## src/rtl/multicycle_sequencer.sv

```systemverilog
// One-hot phase sequencer for the simple-asm multi-cycle CPU: walks P1..P5,
// skipping unused phases, with memory wait/timeout, branches, HALT and retire count.
module multicycle_sequencer #(
  parameter int SKIP_PHASES = 1,
  parameter int WAIT_LIMIT  = 15,
  parameter int REG_AW      = 3,
  parameter int CNT_W       = 16
) (
  input  logic              clock,
  input  logic              reset_n,
  input  logic              start,
  input  logic [15:0]       ir,
  input  logic [3:0]        flags,
  input  logic              mem_ready,
  output logic [4:0]        phase,
  output logic              ir_we,
  output logic              pc_inc,
  output logic              pc_load,
  output logic              mem_req,
  output logic              mem_we,
  output logic              mem_addr_sel,
  output logic              op_ld,
  output logic              alu_b_imm,
  output logic [3:0]        alu_op,
  output logic              dr_we,
  output logic              mdr_we,
  output logic              out_we,
  output logic              rf_we,
  output logic [REG_AW-1:0] rf_waddr,
  output logic [1:0]        rf_wsel,
  output logic              halted,
  output logic              fault,
  output logic [CNT_W-1:0]  instr_count
);

  localparam int WCW = (WAIT_LIMIT > 1) ? $clog2(WAIT_LIMIT + 1) : 1;
  localparam logic [WCW-1:0] WL_V = WCW'(WAIT_LIMIT);

  typedef enum logic [6:0] {
    S_P1     = 7'b0000001,
    S_P2     = 7'b0000010,
    S_P3     = 7'b0000100,
    S_P4     = 7'b0001000,
    S_P5     = 7'b0010000,
    S_IDLE   = 7'b0100000,
    S_HALTED = 7'b1000000
  } state_t;

  state_t           state_q, state_d;
  logic [3:0]       flags_q, flags_d;
  logic [WCW-1:0]   wait_q, wait_d;
  logic [CNT_W-1:0] cnt_q, cnt_d;
  logic             fault_q, fault_d;

  logic is_load, is_store, is_lb, is_calc, is_cmp, is_out, is_halt;
  logic is_li, is_br, calc_wb, use_p4, use_p5, br_taken, timeout_hit;
  logic [WCW-1:0] wait_inc;
  logic unused_bits;

  assign is_load  = (ir[15:14] == 2'b00);
  assign is_store = (ir[15:14] == 2'b01);
  assign is_lb    = (ir[15:14] == 2'b10);
  assign is_calc  = (ir[15:14] == 2'b11);
  assign is_cmp   = is_calc && (ir[7:4] == 4'b0101);
  assign is_out   = is_calc && (ir[7:4] == 4'b1101);
  assign is_halt  = is_calc && (ir[7:4] == 4'b1111);
  assign is_li    = is_lb && (ir[13:11] == 3'b000);
  assign is_br    = is_lb && !is_li;
  assign calc_wb  = is_calc && !is_cmp && !is_out && !is_halt;
  assign use_p4   = is_load || is_store;
  assign use_p5   = is_load || is_li || calc_wb;

  // Flags are {V,C,Z,S}; carry is latched but no branch condition uses it.
  assign unused_bits = ^{ir[3:0], flags_q[2]};

  always_comb begin
    br_taken = 1'b0;
    if (ir[13:11] == 3'b100) begin
      br_taken = 1'b1;
    end else if (ir[13:11] == 3'b111) begin
      case (ir[10:8])
        3'b000:  br_taken = flags_q[1];
        3'b001:  br_taken = flags_q[0] ^ flags_q[3];
        3'b010:  br_taken = flags_q[1] | (flags_q[0] ^ flags_q[3]);
        3'b011:  br_taken = !flags_q[1];
        default: br_taken = 1'b0;
      endcase
    end
  end

  assign timeout_hit = (WAIT_LIMIT != 0) && (wait_q == WL_V) && !mem_ready;
  assign wait_inc    = (WAIT_LIMIT != 0) ? wait_q + WCW'(1) : '0;

  always_comb begin
    state_d      = state_q;
    flags_d      = flags_q;
    wait_d       = '0;
    cnt_d        = cnt_q;
    fault_d      = fault_q;
    ir_we        = 1'b0;
    pc_inc       = 1'b0;
    pc_load      = 1'b0;
    mem_req      = 1'b0;
    mem_we       = 1'b0;
    mem_addr_sel = 1'b0;
    op_ld        = 1'b0;
    alu_b_imm    = 1'b0;
    alu_op       = '0;
    dr_we        = 1'b0;
    mdr_we       = 1'b0;
    out_we       = 1'b0;
    rf_we        = 1'b0;
    rf_waddr     = '0;
    rf_wsel      = 2'b00;
    halted       = 1'b0;

    case (state_q)
      S_IDLE: begin
        if (start) state_d = S_P1;
      end
      S_HALTED: begin
        halted = 1'b1;
        if (start) begin
          state_d = S_P1;
          fault_d = 1'b0;
        end
      end
      S_P1: begin
        mem_req = 1'b1;
        ir_we   = mem_ready;
        pc_inc  = mem_ready;
        if (mem_ready) begin
          state_d = S_P2;
        end else if (timeout_hit) begin
          state_d = S_HALTED;
          fault_d = 1'b1;
        end else begin
          wait_d = wait_inc;
        end
      end
      S_P2: begin
        op_ld     = 1'b1;
        alu_b_imm = use_p4;
        state_d   = S_P3;
      end
      S_P3: begin
        if (is_calc) begin
          alu_op = ir[7:4];
          out_we = is_out;
          dr_we  = calc_wb || is_cmp;
          if (!is_out && !is_halt) flags_d = flags;
        end else if (use_p4) begin
          dr_we = 1'b1;
        end else if (is_br) begin
          pc_load = br_taken;
        end
        if (!use_p4 && !use_p5) cnt_d = cnt_q + CNT_W'(1);
        if (is_halt)                  state_d = S_HALTED;
        else if (SKIP_PHASES == 0)    state_d = S_P4;
        else if (use_p4)              state_d = S_P4;
        else if (use_p5)              state_d = S_P5;
        else                          state_d = S_P1;
      end
      S_P4: begin
        if (use_p4) begin
          mem_req      = 1'b1;
          mem_addr_sel = 1'b1;
          mem_we       = is_store;
          mdr_we       = is_load && mem_ready;
          if (mem_ready) begin
            state_d = ((SKIP_PHASES != 0) && !use_p5) ? S_P1 : S_P5;
            if (!use_p5) cnt_d = cnt_q + CNT_W'(1);
          end else if (timeout_hit) begin
            state_d = S_HALTED;
            fault_d = 1'b1;
          end else begin
            wait_d = wait_inc;
          end
        end else begin
          state_d = S_P5;
        end
      end
      S_P5: begin
        if (use_p5) begin
          rf_we = 1'b1;
          cnt_d = cnt_q + CNT_W'(1);
          if (is_load) begin
            rf_waddr = REG_AW'(ir[13:11]);
            rf_wsel  = 2'b01;
          end else begin
            rf_waddr = REG_AW'(ir[10:8]);
            rf_wsel  = is_li ? 2'b10 : 2'b00;
          end
        end
        state_d = S_P1;
      end
      default: state_d = S_IDLE;
    endcase
  end

  always_ff @(posedge clock or negedge reset_n) begin
    if (!reset_n) begin
      state_q <= S_IDLE;
      flags_q <= '0;
      wait_q  <= '0;
      cnt_q   <= '0;
      fault_q <= 1'b0;
    end else begin
      state_q <= state_d;
      flags_q <= flags_d;
      wait_q  <= wait_d;
      cnt_q   <= cnt_d;
      fault_q <= fault_d;
    end
  end

  assign phase       = state_q[4:0];
  assign fault       = fault_q;
  assign instr_count = cnt_q;

endmodule

```

## config.mk

```make
export PLATFORM = sky130hd
export DESIGN_NAME = multicycle_sequencer
export DESIGN_NICKNAME = d
export VERILOG_FILES = /design/src/rtl/multicycle_sequencer.sv
export SDC_FILE = /design/constraint.sdc
export NUM_CORES = 1
export LEC_CHECK = 0
export CAP_MARGIN = 0
export CORE_AREA = 2 2 94 96
export CTS_CLUSTER_DIAMETER = 60
export DETAILED_ROUTE_END_ITERATION = 10
export DIE_AREA = 0 0 96 98
export HOLD_SLACK_MARGIN = 0.02
export PLACE_DENSITY = 0.56
export SLEW_MARGIN = 10
export SYNTH_ARGS = -nofsm -noshare
export SYNTH_HDL_FRONTEND = slang
export SYNTH_SLANG_ARGS = --single-unit
```

## constraint.sdc

```tcl
create_clock -name clock -period 2.83 [get_ports clock]
set_input_delay 0.4245 -clock clock [delete_from_list [all_inputs] [get_ports clock]]
set_output_delay 0.4245 -clock clock [all_outputs]
set_load 0.02 [all_outputs]
```

* Word-level counts from Yosys, hierarchy flattened
Cells that the tools add are included.
** Storage, ports and cells
- Register bits after elaboration :: 32
** Cells by class
- Muxes and demuxes :: 57
- Reductions and logical operators :: 33
- Bitwise logic cells :: 2
- Add/sub/neg operators :: 2
- Equal/unequal tests :: 26
** Operator list (count)
- $mux 16 :: 5
- $pmux 16 s3 :: 1
- $mux 7 :: 6
- $pmux 7 s6 :: 1
- $mux 1 :: 26
- $mux 4 :: 5
- $add 16x1->16 const B :: 1
- $eq 4x4->1 const B :: 3
- $logic_and 1x1->1 :: 12
- $ne 2x2->1 const B :: 6
- $mux 5 :: 2
- $mux 3 :: 3
- $logic_not 1->1 :: 8
- $mux 2 :: 4
- $pmux 4 s2 :: 1
- $eq 7x1->1 const B :: 1
- $eq 7x2->1 const B :: 1
- $eq 7x3->1 const B :: 1
- $eq 7x4->1 const B :: 1
- $eq 7x5->1 const B :: 1
- $eq 7x6->1 const B :: 1
- $eq 7x7->1 const B :: 1
- $eq 3x2->1 const B :: 2
- $eq 3x3->1 const B :: 2
- other kinds (18) :: 25

* Depth between registers and ports, before layout
- Depth after elaboration :: 11
- Depth in mapped cells :: 8
- Gate-level depth less buffers :: 5

* Worst setup path before layout
Ideal clock, no wire load.
- Path kind :: register -> output
- From :: register state_q[1]
- To :: output port mem_we
- Path slack :: 294 ps
- Stages on the path, launching flop included :: 4
- Buffers on the path :: 0
- Data arrival time :: 2112 ps
- Cells stage by stage :: dfrtp_1 -> or4_1 -> nor4_1 -> and2_1
** Between the ends
- Cells in the longest elaborated chain, start to end :: 2
** RTL lines
- start: declaration :: line 49 : state_t state_q, state_d;
- start signal: assignment :: line 209 : state_q <= state_d;
- $eq 7x4->1 :: line 117 : case (state_q)
- $mux 1 :: line 117
- end: declaration :: line 20 : output logic mem_we,
No other way between the ends.

* Final worst setup path
- From :: input port ir[15]
- To :: output port mem_req
** Between the ends
- Cells in the longest elaborated chain, start to end :: 4
** RTL lines
- start: declaration :: line 12 : input logic [15:0] ir,
- $eq 2x1->1 / $logic_not 2->1 (equally long branches) :: line 61, 60
- $logic_or 1x1->1 (*) :: line 70 : assign use_p4 = is_load || is_store;
- $mux 1 (*) :: line 165 : if (use_p4) begin
- $pmux 1 s2 (*) :: line 117
- end: declaration :: line 19 : output logic mem_req,
Mark *: on every way between the ends. The rest lies on a longest branch, timed or not.

==> metrics <==
layout cells sized above 1 19.7%; IO Port Bufs 62; proportion of synthesized chip area in sequential cells 37.8%; Post-synth EDFFs 0; # setup viols final 0; hold crit path type reg2reg; CTS Root Cell clkbuf_8; arrival time worst endpoint approximately 2.3 ns; CTS tree done; Ports 68; WS Path Type in2out; leakage 1.34 nW; Vias/cell 4.67; syn_nets approximately 240; Die Footprint 9410 sq um; row count 34; Synth Cell Area roughly 2100 sq um; CTS buffer count 5; DRT iter0 DRCs 60; RSZ-0062 raised after global routing no; TritonRoute pass-1 iters 4; Starting Density 24.3%; H-tree depth 2; Startpoint Class input port; Final HPWL DP between 4 and 5 mm; Core Region 8470 sq um; max-slew violations 0; largest net degree at the start of global routing 32; die span in y approximately 98 um; Synth cell types 52; Worst Clk Skew about 0.011 ns; Peak supply drop 0.246 mV; hold_ws ~0.47 ns; crit end category output pin; Gate Count Post-Synth 210; Req. time, crit path 2.41 ns; most frequent cells in the layout clkdlybuf4s50_1 (54), dfrtp_1 (30), buf_4 (22); Final Hold Fails 0; placed insts about 390; initial antenna violation count 0; f_max 0.366 GHz; FILL cells 860; Skew-Pair Late Insertion Delay 0.29 ns; post-route worst setup slack between 0.09 and 0.1 ns; DRC 0; Layout area overhead 47.9%; vias in the first global route 1,872; CTS max path bufs 2; ANT cells 0; final core utilization 35.9%; status finished clean; clk sink count 31; Cell Pwr Density 421 nW/um^2; Slew headroom 68.9%; GP Congestion 0.767; Final min period 2.73 ns; total length of routed wires 5.47 mm; CP max FO 5; Via Count around 1,900; postcts setup bufs 0; WL/cell 13.8 um; GRT overflow 0; max_cap viols 0; ys async rst share 100%; CTS clock-pin slew for the worst setup and hold paths 0.07 ns; Top FF cell, synth dfrtp_1; post-route clock period utilization 96.6%; GRT Util Overall 12.3%; final cell count without fillers a little under 400; first-pass GRT wire length between 9 and 10 mm; Syn. warnings 0; Avg Cell Area, Syn ~10 sq um; most common cell after layout, fill and taps aside clkdlybuf4s50_1; Post-DRT Antenna Nets 0; setup_tns 0 ns; final net count 314; Die X-Extent 96 um; Seq cells post-synth 31; pre-CTS WS -0.0516 ns; Worst-Margin Slew 0.465 ns
[cell type report]
class                   count  area, sq um  area share [%]
flip-flops and latches     31          777            25.6
multi-input cells         158         1180            39.0
well taps                 108          135            4.45
inverters                   8         30.0           0.988
clock buffers               6         82.6            2.72
clock inverters             2         35.0            1.15
repair buffers             84          795            26.2
[power by group]
| group | internal [W] | switching [W] |
|---|---|---|
| registers | 0.000468 | 0.0000279 |
| logic | 0.000158 | 0.000163 |
| clock network | 0.000285 | 0.000177 |
[layer usage]
metal | track usage [%] | share of wire [%] | vias to the layer above
li1 | - | - | 912
met1 | 16.8 | 49 | 898
met2 | 19.1 | 46 | 41
met3 | 3.70 | 5.0 | 2
met4 | 2.97 | 0.26 | 0
met5 | 0 | 0 | -
[per-stage QoR]
| stage | area, sq um | total power, W |
|---|---|---|
| 6_report | 3040 | 0.00128 |
| 5_1_grt | 3040 | 0.00136 |
| 4_1_cts | 3010 | 0.00130 |
| 3_5_place_dp | 2890 | 0.000823 |
| 3_3_place_gp | 2890 | 0.000822 |
| 2_1_floorplan | 2050 | 0.000685 |
[state kept, by name (all words and copies together), names as in the netlist]
signal       flops
fault            1
state_q          7
wait_q           4
instr_count     16
flags_q          3
[final timing paths]
kind | slack, ns | cells after the start | start | end
min in group asynchronous | 0.54 | 2 | reset_n | state_q[2]
min reg2reg | 0.47 | 1 | instr_count[15] | instr_count[15]
min | 0.47 | 1 | instr_count[15] | instr_count[15]
max in group asynchronous | 1.96 | 2 | reset_n | state_q[5]
max reg2reg | 0.35 | 8 | state_q[1] | instr_count[8]
max | 0.1 | 4 | ir[15] | mem_req
[Yosys cell counts, drive strengths merged, types with 3 or more instances]
cell	n	area share (%)
dfrtp	30	37
nor3b	3	1.1
nor2	12	2.2
nand2b	6	1.8
nor3	7	1.7
inv	8	1.5
xnor2	3	1.3
xor2	14	6.0
nand3	9	2.2
o21ai	7	1.7
nand2	18	3.4
a211oi	10	5.4
a2111oi	4	4.8
a21oi	13	3.2
buf	11	3.8
and2	7	2.1
mux2	4	2.2
nor2b	5	1.5
nor4	4	2.3
[cells by family (layout without fill, tap and decap cells)]
kind of cell / Yosys count / in the layout / share of synthesized area (%)
AO/OA/AOI/OAI: 46 / 46 / 20.6
XOR/XNOR: 17 / 17 / 7.25
adder cells (fa/ha/maj): 2 / 2 / 1.22
buffers and inverters: 21 / 100 / 5.66
flip-flops: 31 / 31 / 37.8
multiplexers: 5 / 5 / 2.68
AND/OR/NAND/NOR: 88 / 88 / 24.8
[worst max-delay path, cell delays in order]
cell and delay [ns]:
clkdlybuf4s50_1 0.50, or3b_2 0.52, a211oi_1 0.23, clkdlybuf4s50_1 0.64
[what timing repair did]
action | 4_1_cts | 5_1_grt
setup endpoints to repair | 3 | 10
resized for setup | 4 | 9
hold buffers | 0 | 0
No activity file was read; power rests on OpenSTA's default activity.
